**config.mk**
```make
export PLATFORM = sky130hd
export DESIGN_NAME = spi_transaction_sequencer
export DESIGN_NICKNAME = d
export VERILOG_FILES = /design/src/rtl/spi_seq_pkg.sv /design/src/rtl/sync_fifo.sv /design/src/rtl/spi_transaction_sequencer.sv
export SDC_FILE = /design/constraint.sdc
export NUM_CORES = 1
export LEC_CHECK = 0
export BUFFER_PORTS_ARGS = -buffer_cell sky130_fd_sc_hd__buf_2
export CORE_MARGIN = 5
export CORE_UTILIZATION = 45
export CTS_BUF_LIST = sky130_fd_sc_hd__clkbuf_16
export DETAILED_ROUTE_END_ITERATION = 10
export PLACE_DENSITY_LB_ADDON = 0.15
export SLEW_MARGIN = 20
export SYNTH_ARGS = -nofsm -noshare
export SYNTH_HDL_FRONTEND = slang
export SYNTH_HIERARCHICAL = 1
export SYNTH_SLANG_ARGS = --single-unit
```
**constraint.sdc**
```tcl
create_clock -name fabric_clk -period 12.5 [get_ports fabric_clk]
set_input_delay 1.25 -clock fabric_clk [delete_from_list [all_inputs] [get_ports fabric_clk]]
set_output_delay 1.25 -clock fabric_clk [all_outputs]
set_load 0.01 [all_outputs]
```
**src/rtl/spi_seq_pkg.sv**
```systemverilog
// Shared types, constants and helpers for the SPI transaction sequencer.
package spi_seq_pkg;

  typedef enum logic [2:0] {IDLE, CHECK, DROP, ISSUE, GAP} seq_state_t;

  localparam int unsigned SEQ_MIN_GAP   = 2;
  localparam int unsigned SEQ_IDX_W     = 8;
  localparam int unsigned SEQ_MAX_WIDTH = 1 << SEQ_IDX_W;

  // Mask arrives left-aligned and padded with ones (write) below the real word.
  function automatic logic has_read_bits(input int unsigned length,
                                         input logic [SEQ_MAX_WIDTH-1:0] mask);
    logic rd;
    rd = 1'b0;
    for (int unsigned i = 0; i < SEQ_MAX_WIDTH; i++) begin
      if (i < length && !mask[SEQ_IDX_W'(SEQ_MAX_WIDTH - 1 - i)]) rd = 1'b1;
    end
    return rd;
  endfunction

endpackage

```
**src/rtl/sync_fifo.sv**
```systemverilog
// Show-ahead synchronous FIFO with full/empty flags; push and pop on a full
// queue in the same cycle are both performed.
module sync_fifo #(
  parameter int unsigned WIDTH = 8,
  parameter int unsigned DEPTH = 4
) (
  input  logic             clk,
  input  logic             reset,
  input  logic             wr_en,
  input  logic [WIDTH-1:0] wr_data,
  input  logic             rd_en,
  output logic [WIDTH-1:0] rd_data,
  output logic             full,
  output logic             empty
);

  localparam int unsigned AW = (DEPTH > 1) ? $clog2(DEPTH) : 1;
  localparam int unsigned CW = $clog2(DEPTH + 1);

  logic [WIDTH-1:0] mem [DEPTH];
  logic [AW-1:0]    wr_ptr;
  logic [AW-1:0]    rd_ptr;
  logic [CW-1:0]    count;
  logic             do_wr;
  logic             do_rd;

  assign full    = (count == CW'(DEPTH));
  assign empty   = (count == '0);
  assign do_rd   = rd_en && !empty;
  assign do_wr   = wr_en && (!full || do_rd);
  assign rd_data = mem[rd_ptr];

  always_ff @(posedge clk) begin
    if (do_wr) mem[wr_ptr] <= wr_data;
  end

  always_ff @(posedge clk) begin
    if (reset) begin
      wr_ptr <= '0;
      rd_ptr <= '0;
      count  <= '0;
    end else begin
      if (do_wr) wr_ptr <= (wr_ptr == AW'(DEPTH - 1)) ? '0 : wr_ptr + AW'(1);
      if (do_rd) rd_ptr <= (rd_ptr == AW'(DEPTH - 1)) ? '0 : rd_ptr + AW'(1);
      if (do_wr && !do_rd)      count <= count + CW'(1);
      else if (!do_wr && do_rd) count <= count - CW'(1);
    end
  end

endmodule

```
**src/rtl/spi_transaction_sequencer.sv**
```systemverilog
// Queues host SPI transactions, issues them to the SPI master with a minimum
// gap, and returns read data through a credited response queue.
// Optional length checking is enabled by defining SPI_SEQ_LEN_CHECK_EN.
module spi_transaction_sequencer
  import spi_seq_pkg::*;
#(
  parameter int unsigned DATA_WIDTH            = 32,
  parameter int unsigned TRANSACTION_LEN_WIDTH = 6,
  parameter int unsigned CMD_DEPTH             = 8,
  parameter int unsigned MAX_INFLIGHT          = 4,
  parameter int unsigned GAP_WIDTH             = 8
) (
  input  logic                             fabric_clk,
  input  logic                             reset,
  input  logic                             cmd_valid,
  output logic                             cmd_ready,
  input  logic [TRANSACTION_LEN_WIDTH-1:0] cmd_length,
  input  logic [DATA_WIDTH-1:0]            cmd_data,
  input  logic [DATA_WIDTH-1:0]            cmd_rw_mask,
  input  logic [GAP_WIDTH-1:0]             gap_cycles,
  output logic [TRANSACTION_LEN_WIDTH-1:0] transaction_length,
  output logic [DATA_WIDTH-1:0]            transaction_data,
  output logic [DATA_WIDTH-1:0]            transaction_rw_mask,
  input  logic                             spi_rd_valid,
  input  logic [DATA_WIDTH-1:0]            spi_rd_data,
  output logic                             rsp_valid,
  input  logic                             rsp_ready,
  output logic [DATA_WIDTH-1:0]            rsp_data,
  output logic                             busy,
  output logic                             err_len,
  output logic                             err_unexp
);

  localparam int unsigned CMD_W  = 2 * DATA_WIDTH + TRANSACTION_LEN_WIDTH + 1;
  localparam int unsigned CRED_W = $clog2(MAX_INFLIGHT + 1);

  seq_state_t                       state;
  logic [CRED_W-1:0]                credits;
  logic [GAP_WIDTH-1:0]             gap_cnt;
  logic [GAP_WIDTH-1:0]             gap_load;

  logic                             cmd_full, cmd_empty, cmd_push, cmd_pop;
  logic                             push_rd;
  logic [CMD_W-1:0]                 cmd_head;
  logic                             head_rd;
  logic [TRANSACTION_LEN_WIDTH-1:0] head_len;
  logic [DATA_WIDTH-1:0]            head_data, head_mask;
  logic                             len_illegal;

  logic                             rsp_full, rsp_empty, rsp_push, rsp_pop;
  logic                             credit_inc;
  logic [DATA_WIDTH-1:0]            rsp_head;

  // Read-bearing flag is resolved once at push time and travels with the entry.
  assign push_rd = has_read_bits(32'(cmd_length),
                                 {cmd_rw_mask, {(SEQ_MAX_WIDTH - DATA_WIDTH){1'b1}}});
  assign cmd_ready = !cmd_full;
  assign cmd_push  = cmd_valid && !cmd_full;
  assign cmd_pop   = (state == ISSUE) || (state == DROP);
  assign {head_rd, head_len, head_data, head_mask} = cmd_head;

`ifdef SPI_SEQ_LEN_CHECK_EN
  assign len_illegal = (head_len == '0) || (32'(head_len) > DATA_WIDTH);
`else
  assign len_illegal = 1'b0;
`endif

  assign gap_load = (gap_cycles < GAP_WIDTH'(SEQ_MIN_GAP)) ? GAP_WIDTH'(SEQ_MIN_GAP) : gap_cycles;

  sync_fifo #(.WIDTH(CMD_W), .DEPTH(CMD_DEPTH)) u_cmd_fifo (
    .clk     (fabric_clk),
    .reset   (reset),
    .wr_en   (cmd_push),
    .wr_data ({push_rd, cmd_length, cmd_data, cmd_rw_mask}),
    .rd_en   (cmd_pop),
    .rd_data (cmd_head),
    .full    (cmd_full),
    .empty   (cmd_empty)
  );

  assign rsp_pop    = !rsp_empty && rsp_ready;
  assign rsp_push   = spi_rd_valid && (credits != '0) && !rsp_full;
  assign credit_inc = (state == ISSUE) && head_rd;
  assign rsp_valid  = !rsp_empty;
  assign rsp_data   = rsp_empty ? '0 : rsp_head;
  assign busy       = !cmd_empty || (state != IDLE) || (credits != '0);

  sync_fifo #(.WIDTH(DATA_WIDTH), .DEPTH(MAX_INFLIGHT)) u_rsp_fifo (
    .clk     (fabric_clk),
    .reset   (reset),
    .wr_en   (rsp_push),
    .wr_data (spi_rd_data),
    .rd_en   (rsp_pop),
    .rd_data (rsp_head),
    .full    (rsp_full),
    .empty   (rsp_empty)
  );

  // Issue FSM; the length strobe is loaded on entry to ISSUE so it is high exactly there.
  always_ff @(posedge fabric_clk) begin
    if (reset) begin
      state               <= IDLE;
      gap_cnt             <= '0;
      transaction_length  <= '0;
      transaction_data    <= '0;
      transaction_rw_mask <= '0;
      err_len             <= 1'b0;
    end else begin
      transaction_length <= '0;
      case (state)
        IDLE:  if (!cmd_empty) state <= CHECK;
        CHECK: begin
          if (len_illegal) begin
            state <= DROP;
          end else if (!(head_rd && credits == CRED_W'(MAX_INFLIGHT))) begin
            state              <= ISSUE;
            transaction_length <= head_len;
            if (head_len != '0) begin
              transaction_data    <= head_data;
              transaction_rw_mask <= head_mask;
            end
          end
        end
        DROP: begin
          err_len <= 1'b1;
          state   <= IDLE;
        end
        ISSUE: begin
          gap_cnt <= gap_load;
          state   <= GAP;
        end
        GAP: begin
          if (gap_cnt <= GAP_WIDTH'(1)) state <= IDLE;
          else                          gap_cnt <= gap_cnt - GAP_WIDTH'(1);
        end
        default: state <= IDLE;
      endcase
    end
  end

  // Credits reserve response slots; a simultaneous take and release cancel out.
  always_ff @(posedge fabric_clk) begin
    if (reset) begin
      credits   <= '0;
      err_unexp <= 1'b0;
    end else begin
      if (credit_inc && !rsp_pop)      credits <= credits + CRED_W'(1);
      else if (!credit_inc && rsp_pop) credits <= credits - CRED_W'(1);
      if (spi_rd_valid && credits == '0) err_unexp <= 1'b1;
    end
  end

endmodule

```
After elaboration in Yosys (flattened, before gate mapping)
Memory sizes are Yosys's and may differ from the RTL's. A register that Yosys moved wholly into a read port is not among the register bits.
Cells that the tools add are included.
- flip-flop bits (word level): 103
- RAM bits: 696
- output and inout bits: 107
- memories kept: 2
- memories (name ; words ; width ; rd ports ; clocked after memory_dff ; write ports ; RTL line ; source):
    u_cmd_fifo.mem ; 8 ; 71 ; 1 ; 1 ; 1 ; sync_fifo.sv:20 ; logic [WIDTH-1:0] mem [DEPTH];
    u_rsp_fifo.mem ; 4 ; 32 ; 1 ; 1 ; 1 ; sync_fifo.sv:20 ;
- add/subtract/negate cells: 11
- magnitude comparators: 34
- equality and inequality tests: 15
- muxes and demuxes: 58
- bitwise operators: 2
- reductions and logical operators: 111
- operators with widths (kind ; number):
    $lt 5x6->1 const A ; 16
    $logic_and 1x1->1 ; 49
    $lt 4x6->1 const A ; 8
    $logic_not 1->1 ; 42
    $mux 1 ; 36
    $mux 3 ; 11
    $mux 32 ; 1
    $lt 3x6->1 const A ; 4
    $mux 8 ; 2
    $pmux 8 s2 ; 1
    $eq 3x3->1 const B ; 5
    $add 3x1->3 const B ; 4
    $lt 1x6->1 const A ; 2
    $lt 2x6->1 const A ; 2
    $pmux 3 s4 ; 1
    $logic_not 3->1 ; 3
    $le 8x1->1 const B ; 1
    $lt 8x2->1 const B ; 1
    $mux 2 ; 4
    $mux 4 ; 2
    $ne 2x2->1 const B ; 4
    $reduce_bool 2->1 ; 4
    $sub 8x1->8 const B ; 1
    $eq 3x2->1 const B ; 2
    15 further kinds ; 25

Logic depth before layout (Yosys ltp)
- depth in word-level cells: 34
- depth in mapped cells: 13
- gate-level depth less buffers: 12

Modules after synthesis
Netlist, hierarchy kept.
- by module, submodules not included (module ; instances ; cells an instance ; area an instance (um^2)):
    sync_fifo at u_cmd_fifo ; 1 ; 896 ; 21956.1
    sync_fifo at u_rsp_fifo ; 1 ; 214 ; 5082.4
    spi_transaction_sequencer ; 1 ; 502 ; 3896.2

Worst setup path before layout
No wires, ideal clock.
- path type: input -> register
- start: input port cmd_valid
- end: memory u_cmd_fifo/mem[0][0] (netlist bit), enable pin
- setup time: 675 ps
- arrival: 8244 ps
- data required time: 11825 ps
- path slack: 3581 ps
- stages: 3
- path through: nor2b_1 > o21ai_2 > nor4_1
- word-level cells in the longest chain between the ends: 4
- RTL lines (element ; RTL line ; source):
    start, declared ; spi_transaction_sequencer.sv:15 ; input logic cmd_valid,
    $logic_and 1x1->1 ; spi_transaction_sequencer.sv:58 ; assign cmd_push = cmd_valid && !cmd_full;
    $logic_and 1x1->1 ; sync_fifo.sv:30 ; assign do_wr = wr_en && (!full || do_rd);
    $mux 1 ; sync_fifo.sv:34 ; if (do_wr) mem[wr_ptr] <= wr_data;
    $mux 1 (implied by the code) ; sync_fifo.sv:34 ;
    end, declared ; sync_fifo.sv:20 ;
Every way passes these cells.

==> impl_results.md <==
- Max-slew violation count: 0
- Top-area cell type share of the netlist area: about 68%
- Final ANT Viol Nets: 0
- HPWL Detailed: between 30000 and 40000 um
- GRT Resource Usage Total: about a fifth
- Max VDD drop: 0.125 mV
- Die Y: ~270 um
- Main synth FF type: edfxtp_1
- Initial antenna violation count: 9
- Final worst-path cycle share: a little over a third
- HP Class: reg -> reg
- Sum Neg Setup Slack: 0 ns
- CORE AREA: approximately 68000 um2
- Max Cap Viol: 0
- Clk slew on worst S/H paths: around 0.060 ns
- Pwr/cell area: roughly 200 nW/um2
- DRT Pass-1 Iters: 5
- Post-route cell area: between 30000 and 40000 um2
- Wire length on met2: about 35000 um
- Synth area leaders: edfxtp_1, mux4_2, dfxtp_1
- Mapped cell area: 30900 um2
- I/O Pins: between 200 and 250
- Async set-or-reset flop fraction in the synthesized netlist: 0%
- Clk_skew: about 0.032 ns
- Placement Cell Area: ~33000 um2
- Crit. End Element: flop
- Worst slew pin tran: between 1 and 1.5 ns
- First-pass GRT wire length: 104000 um
- R2r worst-path depth: 9
- Routability cong.: 0.735
- Unrepaired setup endpoints after global routing: no
- Status: complete, no violations
- Die X: 272 um
- Routed via count: between 15000 and 20000
- Multi-input logic area: 7430 um2
- Root Driver: clkbuf_16
- Count leader, synth: edfxtp_1
- Number of setup buffers added after CTS: 0
- Total CTS buffers: 84
- Worst Path Required: between 10 and 15 ns
- Pin count of the biggest net entering global routing: between 50 and 60
- Fraction of layout cells with a size suffix above 1: between 30% and 40%
- Vias in the first global route: 16300
- Worst reg2reg setup slack: around 8 ns
- Crit path arrival time: ~5 ns
- Gr ovfl total: 0
- Post-synth EDFFs: 696
- Post-Route WL: approximately 69000 um
- Routed len/inst: roughly 25 um
- DR top layer: met5
- Slew headroom: approximately 33%
- FILL cells: approximately 5500
- Drt via density: about 5.6
- Mapped Cells: roughly 1600
- Met1 Wirelength: between 20000 and 30000 um
- Worst Setup Path Type: reg -> reg
- Insertion delay to the later sink of the worst-skew pair: 0.62 ns
- Buffers on Ports: ~220
- Unique masters post-synth: 66
- Iteration-0 DRC count of the detailed router: approximately 1200
- CTS H-tree depth: 3
- List of most frequent post-synthesis cells: edfxtp_1, mux4_2, nand2_1
- Minimum clock period after layout: 4.47 ns
- Final setup fails: 0
- Syn_area_per_cell: 19.2 um2
- Min-delay src: transaction_rw_mask[24]$_SDFFE_PP0P_
- Die Area: between 70000 and 80000 um2
- Syn. warnings: 6
- Largest area contributor in the netlist: edfxtp_1
- Final Hold Fails: 0
- CTS tree: built
- Met3 wire len: 4530 um
- #FFs+latches synth: 804
- Syn nets: approximately 1700
- Sequential-to-total area share from yosys stat: about 75%
- Worst flop-to-flop path endpoint: transaction_data[22]$_SDFFE_PP0P_
- Clock Path Buffers: 3
- Starting Density: 45.3%
- CTS sink cnt: around 800
- Drt drc: 0
- Leakage: 11.8 nW
- Fmax: 0.224 GHz
- Layout Nets: 2000
- Layout Cells excl Fill: roughly 2800
- Register area: roughly 23000 um2
- Synth-to-layout area growth: 15.5%
- Critical Path Fanout Max: 56
- Placed cells: ~2700
- Resize count post-CTS: 0
- Hold EP: transaction_rw_mask[24]$_SDFFE_PP0P_
- Startpoint types: flop
- Hold buffer count at cts: 0
- Rows: 96
- Hold path cells: 2
[critical path, cell delays in order, from the launching register on]
cell and delay, ns:
dfxtp_4 0.80, buf_4 0.75, mux4_2 0.34, mux2_2 0.16, nand2_1 0.05, o311ai_1 0.78
a21o_2 0.47, buf_4 0.65, nand2_1 0.14, a21oi_1 0.17
[through the flow]
| step | utilization [%] | total power, mW | hold slack [ns] | setup WS [ns] |
|---|---|---|---|---|
| floorplan | - | 4.25 | 0.442 | 3.58 |
| global placement | 48.2 | 4.69 | 0.442 | 7.99 |
| detailed placement | 48.2 | 4.72 | 0.443 | 7.94 |
| CTS | 52.2 | 7.18 | 0.451 | 7.92 |
| global route | 52.3 | 7.43 | 0.474 | 7.68 |
| finish | 52.3 | 7.08 | 0.450 | 8.03 |
[flip-flops by register name, indices dropped and copies added (netlist names), named ones only]
| name | cells |
|---|---|
| credits | 3 |
| gap_cnt | 8 |
| u_cmd_fifo/wr_ptr | 3 |
| u_cmd_fifo/count | 4 |
| u_cmd_fifo/mem | 568 |
| u_cmd_fifo/rd_ptr | 3 |
| transaction_rw_mask | 32 |
| err_unexp | 1 |
| u_rsp_fifo/mem | 128 |
| err_len | 1 |
| u_rsp_fifo/count | 3 |
| transaction_length | 6 |
| u_rsp_fifo/rd_ptr | 2 |
| u_rsp_fifo/wr_ptr | 2 |
| transaction_data | 32 |
| state | 3 |
[logic make-up (layout without fill, tap and decap cells)]
group / after synthesis / in the layout / share of synthesized area [%]
xor gates and xnor gates: 6 / 6 / 0.170
buffers and inverters: 98 / 420 / 1.63
and+or+nand+nor: 288 / 288 / 4.40
AOI/OAI and AO/OA: 143 / 143 / 2.85
muxes: 251 / 251 / 15.5
adders and majority gates: 22 / 22 / 0.938
DFF: 804 / 804 / 74.6
other: 0 / 5 / 0
[how the worst max path moves through the flow]
stage,start,endpoint,slack [ns],cells after the start
floorplan,cmd_valid,u_cmd_fifo/mem[0][0]$_DFFE_PP_,3.58,3
global placement,flop,transaction_data[10]$_SDFFE_PP0P_,7.99,9
detailed placement,flop,transaction_data[22]$_SDFFE_PP0P_,7.94,9
CTS,flop,transaction_data[22]$_SDFFE_PP0P_,7.92,9
global route,flop,transaction_data[24]$_SDFFE_PP0P_,7.68,9
finish,flop,transaction_data[22]$_SDFFE_PP0P_,8.03,9
[area by class of cell]
class                      instances  share of cell area (%)
multi-input combinational        710                    20.8
tap                              882                    3.09
clock inverter                    66                    1.45
inverter                          19                   0.200
antenna                            5                  0.0350
sequential                       804                    64.6
timing repair buffer             247                    3.70
clock buffer                      88                    6.16
[per-layer routing]
layer | vias up | GRT usage (%)
met2 | 421 | 31.0
met4 | 6 | 4.20
met1 | 8213 | 25.3
met5 | - | 0
met3 | 94 | 4.43
li1 | 6936 | -
[power breakdown]
group	leakage (nW)	total (mW)	internal, mW	switching, mW
combinational	3.23	1.32	0.550	0.768
clock	1.41	2.44	1.44	1.00
sequential	7.20	3.32	3.19	0.127
total	11.8	7.08	5.18	1.90
[layout by cell type, fill, tap and decap left out, types with 7 or more instances in the layout]
cell type and instances:
ha_1 16, buf_4 26, a21oi_1 84, clkbuf_16 88
o21ai_0 19, nand2_1 155, nor2_1 31, dfxtp_1 104
nor2b_1 38, buf_2 220, clkinv_2 15, mux2_2 72
bufinv_16 8, clkinv_1 21, mux4_2 174, inv_1 35
edfxtp_1 696, nand3_1 7
(Power assumes the default switching activity.)
